**src/rtl/fpu_issue_unit.sv**
```systemverilog
// -----------------------------------------------------------------------------
// fpu_issue_unit
//
// Issue-side front end of the floating-point pipeline. Abstract FP operations
// arrive over a valid/ready handshake. Each one is encoded as a 32-bit RISC-V
// F-extension word and driven to the FPU on `instruction`, one word per cycle.
// The FPU has no interlocks, so a small destination scoreboard holds back any
// operation that reads a register still in flight. The unit emits all-zero
// bubble words until that read-after-write hazard has cleared.
//
// Ports:
//   clk, rst            clock (rising edge), asynchronous active-high reset
//   op_valid/op_ready   operation handshake (op_ready is combinational)
//   op_code             operation select (see op_e)
//   rd, rs1, rs2, rs3   register fields
//   rm                  rounding mode for arithmetic ops
//   instruction         registered word to the FPU (bubble = 32'h0)
//   issued              high while `instruction` holds a real word
//   reject              one-cycle pulse after an unsupported op is consumed
//   issue_count         saturating count of real words
//   bubble_count        saturating count of bubbles emitted with op_valid high
// -----------------------------------------------------------------------------
module fpu_issue_unit #(
    parameter int HAZARD_DEPTH = 3,
    parameter int CNT_W        = 16
) (
    input  logic             clk,
    input  logic             rst,
    input  logic             op_valid,
    output logic             op_ready,
    input  logic [4:0]       op_code,
    input  logic [4:0]       rd,
    input  logic [4:0]       rs1,
    input  logic [4:0]       rs2,
    input  logic [4:0]       rs3,
    input  logic [2:0]       rm,
    output logic [31:0]      instruction,
    output logic             issued,
    output logic             reject,
    output logic [CNT_W-1:0] issue_count,
    output logic [CNT_W-1:0] bubble_count
);

    typedef enum logic [4:0] {
        OP_FNOP     = 5'd0,
        OP_FMADD    = 5'd1,
        OP_FMSUB    = 5'd2,
        OP_FNMSUB   = 5'd3,
        OP_FNMADD   = 5'd4,
        OP_FADD     = 5'd5,
        OP_FSUB     = 5'd6,
        OP_FMUL     = 5'd7,
        OP_FDIV     = 5'd8,
        OP_FSQRT    = 5'd9,
        OP_FSGNJ    = 5'd10,
        OP_FSGNJN   = 5'd11,
        OP_FSGNJX   = 5'd12,
        OP_FMIN     = 5'd13,
        OP_FMAX     = 5'd14,
        OP_FCVRTWS  = 5'd15,
        OP_FCVRTWUS = 5'd16,
        OP_FMVXW    = 5'd17,
        OP_FEQ      = 5'd18,
        OP_FLT      = 5'd19,
        OP_FLE      = 5'd20,
        OP_FCLASS   = 5'd21,
        OP_FCVRTSW  = 5'd22,
        OP_FCVRTSWU = 5'd23,
        OP_FMVWX    = 5'd24
    } op_e;

    localparam logic [6:0] OPC_FMADD  = 7'b1000011;
    localparam logic [6:0] OPC_FMSUB  = 7'b1000111;
    localparam logic [6:0] OPC_FNMSUB = 7'b1001011;
    localparam logic [6:0] OPC_FNMADD = 7'b1001111;
    localparam logic [6:0] OPC_OP_FP  = 7'b1010011;

    // ---------------------------------------------------------------- decode
    logic        supported;
    logic        uses_rs2;
    logic        uses_rs3;
    logic [6:0]  opcode;
    logic [4:0]  top5;       // funct5 for OP-FP, rs3 for the FMA family
    logic [2:0]  funct3;
    logic [4:0]  rs2_field;
    logic [31:0] enc_word;

    // NOTE: every signal written here gets a default first, so no path through
    // the case can leave one unassigned and infer a latch.
    always_comb begin
        supported = 1'b1;
        uses_rs2  = 1'b1;
        uses_rs3  = 1'b0;
        opcode    = OPC_OP_FP;
        top5      = 5'b00000;
        funct3    = rm;
        rs2_field = rs2;
        case (op_e'(op_code))
            OP_FMADD:  begin opcode = OPC_FMADD;  top5 = rs3; uses_rs3 = 1'b1; end
            OP_FMSUB:  begin opcode = OPC_FMSUB;  top5 = rs3; uses_rs3 = 1'b1; end
            OP_FNMSUB: begin opcode = OPC_FNMSUB; top5 = rs3; uses_rs3 = 1'b1; end
            OP_FNMADD: begin opcode = OPC_FNMADD; top5 = rs3; uses_rs3 = 1'b1; end
            OP_FADD:   top5 = 5'b00000;
            OP_FSUB:   top5 = 5'b00001;
            OP_FMUL:   top5 = 5'b00010;
            OP_FDIV:   top5 = 5'b00011;
            OP_FSQRT:  begin top5 = 5'b01011; rs2_field = 5'd0; uses_rs2 = 1'b0; end
            OP_FSGNJ:  begin top5 = 5'b00100; funct3 = 3'b000; end
            OP_FSGNJN: begin top5 = 5'b00100; funct3 = 3'b001; end
            OP_FSGNJX: begin top5 = 5'b00100; funct3 = 3'b010; end
            OP_FMIN:   begin top5 = 5'b00101; funct3 = 3'b000; end
            OP_FMAX:   begin top5 = 5'b00101; funct3 = 3'b001; end
            OP_FLE:    begin top5 = 5'b10100; funct3 = 3'b000; end
            OP_FLT:    begin top5 = 5'b10100; funct3 = 3'b001; end
            OP_FEQ:    begin top5 = 5'b10100; funct3 = 3'b010; end
            OP_FCLASS: begin
                top5      = 5'b11100;
                funct3    = 3'b001;
                rs2_field = 5'd0;
                uses_rs2  = 1'b0;
            end
            // FNOP, conversions, moves and codes 25-31 are consumed and rejected.
            default:   supported = 1'b0;
        endcase
        enc_word = {top5, 2'b00, rs2_field, rs1, funct3, rd, opcode};
    end

    // ------------------------------------------------------------ scoreboard
    // Slot 0 is the word currently on `instruction`; slot HAZARD_DEPTH-1 is the
    // oldest still in the FPU pipeline. An entry that shifts out has landed.
    logic [HAZARD_DEPTH-1:0]      sb_valid_q;
    logic [HAZARD_DEPTH-1:0][4:0] sb_rd_q;

    logic raw_hit;
    logic hazard;

    always_comb begin
        raw_hit = 1'b0;
        for (int i = 0; i < HAZARD_DEPTH; i++) begin
            if (sb_valid_q[i]) begin
                if (rs1 == sb_rd_q[i])              raw_hit = 1'b1;
                if (uses_rs2 && rs2 == sb_rd_q[i])  raw_hit = 1'b1;
                if (uses_rs3 && rs3 == sb_rd_q[i])  raw_hit = 1'b1;
            end
        end
        // Destinations are never compared: a WAW conflict alone does not stall.
        hazard = op_valid && supported && raw_hit;
    end

    assign op_ready = !rst && !hazard;

    // ------------------------------------------------------------ next state
    logic             accept;
    logic             issue_real;
    logic [31:0]      instr_d,  instr_q;
    logic             issued_d, issued_q;
    logic             reject_d, reject_q;
    logic [CNT_W-1:0] issue_cnt_d,  issue_cnt_q;
    logic [CNT_W-1:0] bubble_cnt_d, bubble_cnt_q;

    always_comb begin
        accept     = op_valid && op_ready;
        issue_real = accept && supported;
        instr_d    = issue_real ? enc_word : 32'h0000_0000;
        issued_d   = issue_real;
        reject_d   = accept && !supported;

        issue_cnt_d = issue_cnt_q;
        if (issue_real && !(&issue_cnt_q))
            issue_cnt_d = issue_cnt_q + 1'b1;

        // A bubble with op_valid high is either a stall or a reject.
        bubble_cnt_d = bubble_cnt_q;
        if (op_valid && !issue_real && !(&bubble_cnt_q))
            bubble_cnt_d = bubble_cnt_q + 1'b1;
    end

    // NOTE: state is updated with non-blocking assignments only, so the shift
    // below reads every slot's old value regardless of statement order.
    always_ff @(posedge clk or posedge rst) begin
        if (rst) begin
            instr_q      <= 32'h0000_0000;
            issued_q     <= 1'b0;
            reject_q     <= 1'b0;
            issue_cnt_q  <= '0;
            bubble_cnt_q <= '0;
            // NOTE: the scoreboard is reset (unlike a data memory) because stale
            // valid bits from before reset would stall the first operation.
            sb_valid_q   <= '0;
            sb_rd_q      <= '0;
        end else begin
            instr_q      <= instr_d;
            issued_q     <= issued_d;
            reject_q     <= reject_d;
            issue_cnt_q  <= issue_cnt_d;
            bubble_cnt_q <= bubble_cnt_d;
            for (int i = HAZARD_DEPTH - 1; i > 0; i--) begin
                sb_valid_q[i] <= sb_valid_q[i-1];
                sb_rd_q[i]    <= sb_rd_q[i-1];
            end
            sb_valid_q[0] <= issue_real;
            sb_rd_q[0]    <= rd;
        end
    end

    assign instruction  = instr_q;
    assign issued       = issued_q;
    assign reject       = reject_q;
    assign issue_count  = issue_cnt_q;
    assign bubble_count = bubble_cnt_q;

endmodule

```
**config.mk**
```make
export PLATFORM = sky130hd
export DESIGN_NAME = fpu_issue_unit
export DESIGN_NICKNAME = d
export VERILOG_FILES = /design/src/rtl/fpu_issue_unit.sv
export SDC_FILE = /design/constraint.sdc
export NUM_CORES = 1
export LEC_CHECK = 0
export ABC_AREA = 1
export CAP_MARGIN = 40
export CORE_UTILIZATION = 50
export CTS_BUF_LIST = sky130_fd_sc_hd__clkbuf_8 sky130_fd_sc_hd__clkbuf_16
export DETAILED_ROUTE_END_ITERATION = 10
export GPL_TIMING_DRIVEN = 0
export PLACE_DENSITY = 0.91
export SLEW_MARGIN = 20
export SYNTH_ARGS = -nofsm -noshare
export SYNTH_HDL_FRONTEND = slang
export SYNTH_SLANG_ARGS = --single-unit
```
**constraint.sdc**
```tcl
create_clock -name clk -period 6.7 [get_ports clk]
set_clock_uncertainty 0.2 [all_clocks]
set_input_delay 1.34 -clock clk [delete_from_list [all_inputs] [get_ports clk]]
set_output_delay 1.34 -clock clk [all_outputs]
set_load 0.02 [all_outputs]
```
==> results of run 1 <==
## worst paths after layout
check / slack (ps) / endpoint / from / cells past startpoint
min in group asynchronous: 1210 / issue_count[10] / rst / 2
hold / removal: 220 / sb_valid_q[2] / sb_valid_q[1] / 0
max in group asynchronous: 4500 / instruction[13] / rst / 3
setup / recovery: 1400 / op_ready / op_code[2] / 13
hold reg to reg: 220 / sb_valid_q[2] / sb_valid_q[1] / 0
setup reg to reg: 4390 / bubble_count[11] / bubble_count[0] / 7
## final cells by class
type | count | share of cell area [%]
flip-flops and latches | 77 | 34.35
inverters | 65 | 4.439
well taps | 105 | 2.342
repair buffers | 93 | 16.77
plain buffers | 18 | 2.097
clock buffers | 9 | 2.208
clock inverters | 7 | 1.205
multi-input cells | 409 | 36.58
## per-layer routing
| layer | part of all wire, % | GRT usage, % | up-vias |
|---|---|---|---|
| met1 | 40 | 30.05 | 1933 |
| met3 | 6.6 | 4.545 | 34 |
| met5 | 0 | 0 | - |
| met4 | 3.1 | 11.62 | 0 |
| met2 | 50 | 43.99 | 193 |
| li1 | - | - | 1985 |
## state kept, by name, indices dropped and copies added, names as in the netlist
signal        flops
instruction      26
bubble_count     16
issue_count      16
sb_rd_q          15
sb_valid_q        3
reject            1
## where the power goes
group / total, uW / leakage [uW] / switching (uW) / internal (uW)
registers: 552 / 0.00102 / 51.0 / 501
clock network: 348 / 0.0000964 / 178 / 170
logic: 295 / 0.00159 / 163 / 132
## worst max-delay path: stages
cell and delay [ps]:
clkdlybuf4s50_1 570, inv_2 80, nand2_1 130, nor2_1 80, nor2_1 270, nand2_1 100, nand2_1 90, nor2_1 40
nor2_1 160, nor2_4 80, nor3_1 200, nor2_1 70, clkdlybuf4s50_1 540
## per-stage QoR
stage / worst slack [ps] / hold WS (ps) / cells / total power (uW)
after floorplan: 2610 / 174.4 / 569 / 722.4
after global routing: 1278 / 232.3 / 783 / 1251
after detailed placement: 1488 / 193.7 / 767 / 854.7
after CTS: 1443 / 224.6 / 783 / 1201
after global placement: 1412 / 187.1 / 766 / 842.5
final: 1402 / 220.9 / 783 / 1194
## cell families (layout without fill, tap and decap cells)
logic type,Yosys count,in the layout
compound gates,22,22
xor+xnor,50,50
fa+ha+maj,2,2
buf+inv,83,192
flops,77,77
other cells,1,3
simple gates,332,332
## layout by cell type (no fill, tap or decap), types with 3 or more instances in the layout
| cell | instances |
|---|---|
| nor2_1 | 67 |
| clkbuf_1 | 3 |
| nor3_1 | 20 |
| nor4_1 | 7 |
| nand4_1 | 23 |
| nand3_1 | 28 |
| dfrtp_1 | 77 |
| a21oi_1 | 10 |
| buf_4 | 10 |
| inv_2 | 4 |
| clkdlybuf4s50_1 | 92 |
| nand2_1 | 173 |
| conb_1 | 3 |
| o21ai_1 | 5 |
| xnor2_1 | 19 |
| inv_1 | 60 |
| o21ai_0 | 5 |
| nor2_2 | 4 |
| clkbuf_8 | 9 |
| xor2_1 | 31 |
| buf_2 | 4 |
==> results.toml, run 1 <==
[status]
outcome = "completed"

[layout]
nNetsFinal = 706
finalInstanceArea_um2 = 5609
multi_input_area_um2 = 2052
area_delta_synth_final_pct = 29.38
final_util_pct = 67.59
diodes = 0
regArea_um2 = 1927
n_fill_cell = 674
drive_gt1_share_pct = 7.375

[synthesis]
yosys.area_share.xor_xnor_pct = 10.10
yosysWarnings = 0
synth_most_common_cell = "nand2_1"
synth_compound_area_share_pct = 2.655
yosys-top-cells-area = "dfrtp_1 44%, nand2_1 15%, xor2_1 6.3%"
synth_common_cells = "173 x nand2_1, 77 x dfrtp_1, 67 x nor2_1, 60 x inv_1, 31 x xor2_1"
synthMuxAreaShare_pct = 0
synth_fa_ha_area_share_pct = 0.5772
async_flop_share_pct = 100.0
synth-main-ff-cell = "dfrtp_1"
seq_area_frac_synth_pct = 44.44
postSynthCellCount = 567
yosys.area_share.simple_pct = 33.74
synth.distinct_cells = 31
synth.cell_area_um2 = 4335
synth_top_area_share_pct = 44.44
synth_top_family_by_area = "simple AND/OR/NAND/NOR gates"
synth.avg_cell_area_um2 = 7.646
synth.ff_latch_count = 77
yosysTopAreaCell = "dfrtp_1"
synth_edf_count = 0

[placement]
io_buffers = 92
gp_congestion = 0.9254
post-dp-hpwl_mm = 7.994
dpl_cell_area_um2 = 5418

[route]
drc = 0
routed_wl_mm = 10.92
drt_iter0_drc = 209
viasPerCell = 5.294
postRouteAntennaNets = 0
wl_per_cell_um = 13.95
first_pass_iters = 5
vias = 4145

[cts]
hold_buffers = 0
cts_buffers = 9
insertion_delay_ps = 350
clock_sinks = 77
clockBufferDepth = 2
cts-resized-gates = 0
cts_tree = "done"
postCtsSetupRepairBufs = 0
ctsHtreeMaxLevel = 3
path_clk_slew_ps = 90
cts_root_buf = "clkbuf_8"

[min_path]
min-delay-path-class = "flop to flop"

[sta]
rsz0062_at_grt = "false"
finalSetupTns_ps = 0
post-route-period-util_pct = 79.08
setup_viol = 0
final_hold_viol_count = 0
worst_slew_margin_rel_pct = 62.78
max_freq_mhz = 188.7
maxSlewViolCount = 0
tightest_slew_ps = 554.0
min_period_ps = 5298

[floorplanning]
row_count = 33
die_w_um = 95.12
io_pins = 98
initial_utilization_pct = 52.24
dieArea_um2 = 9047
core_um2 = 8299
die_h_um = 95.12

[global_route]
grt_use_total_pct = 25.22
grt_pass1_wl_mm = 17.58
grt_pass1_vias = 3783
antenna_found_initial = 0
grt_overflow = 0
grt_max_degree = 46

[pwr]
ir_drop_v = 0.0001392
p_per_area_nw_per_um2 = 212.9
power_leakage_uw = 0.002715

[worst_setup_path]
worstPathMaxFanout = 5
critPathKind = "primary input to output pin"
start_kind = "primary input"
required_ps = 5160
worstPathArrival_ps = 3760
cp-end-kind = "output pin"

[job]
cap_violations = 0
No activity file was read; power rests on OpenSTA's default activity.
==> run 2, diff against run 1 <==
==> constraint.sdc (replaced) <==
create_clock -name clk -period 5.05 [get_ports clk]
set_clock_uncertainty 0.2 [all_clocks]
set_input_delay 1.01 -clock clk [delete_from_list [all_inputs] [get_ports clk]]
set_output_delay 1.01 -clock clk [all_outputs]
set_load 0.02 [all_outputs]
==> results of run 2 <==
The final DEF is identical to that of run 1. Status: completed.
Among the figures that moved: setup slack after placement 1488 ps -> 497.9 ps; setup slack after layout 1402 ps -> 411.6 ps; register-to-register setup slack 4390 ps -> 2740 ps; total power 1194 uW -> 1584 uW; worst IR drop on VDD 0.0001392 V -> 0.0001847 V
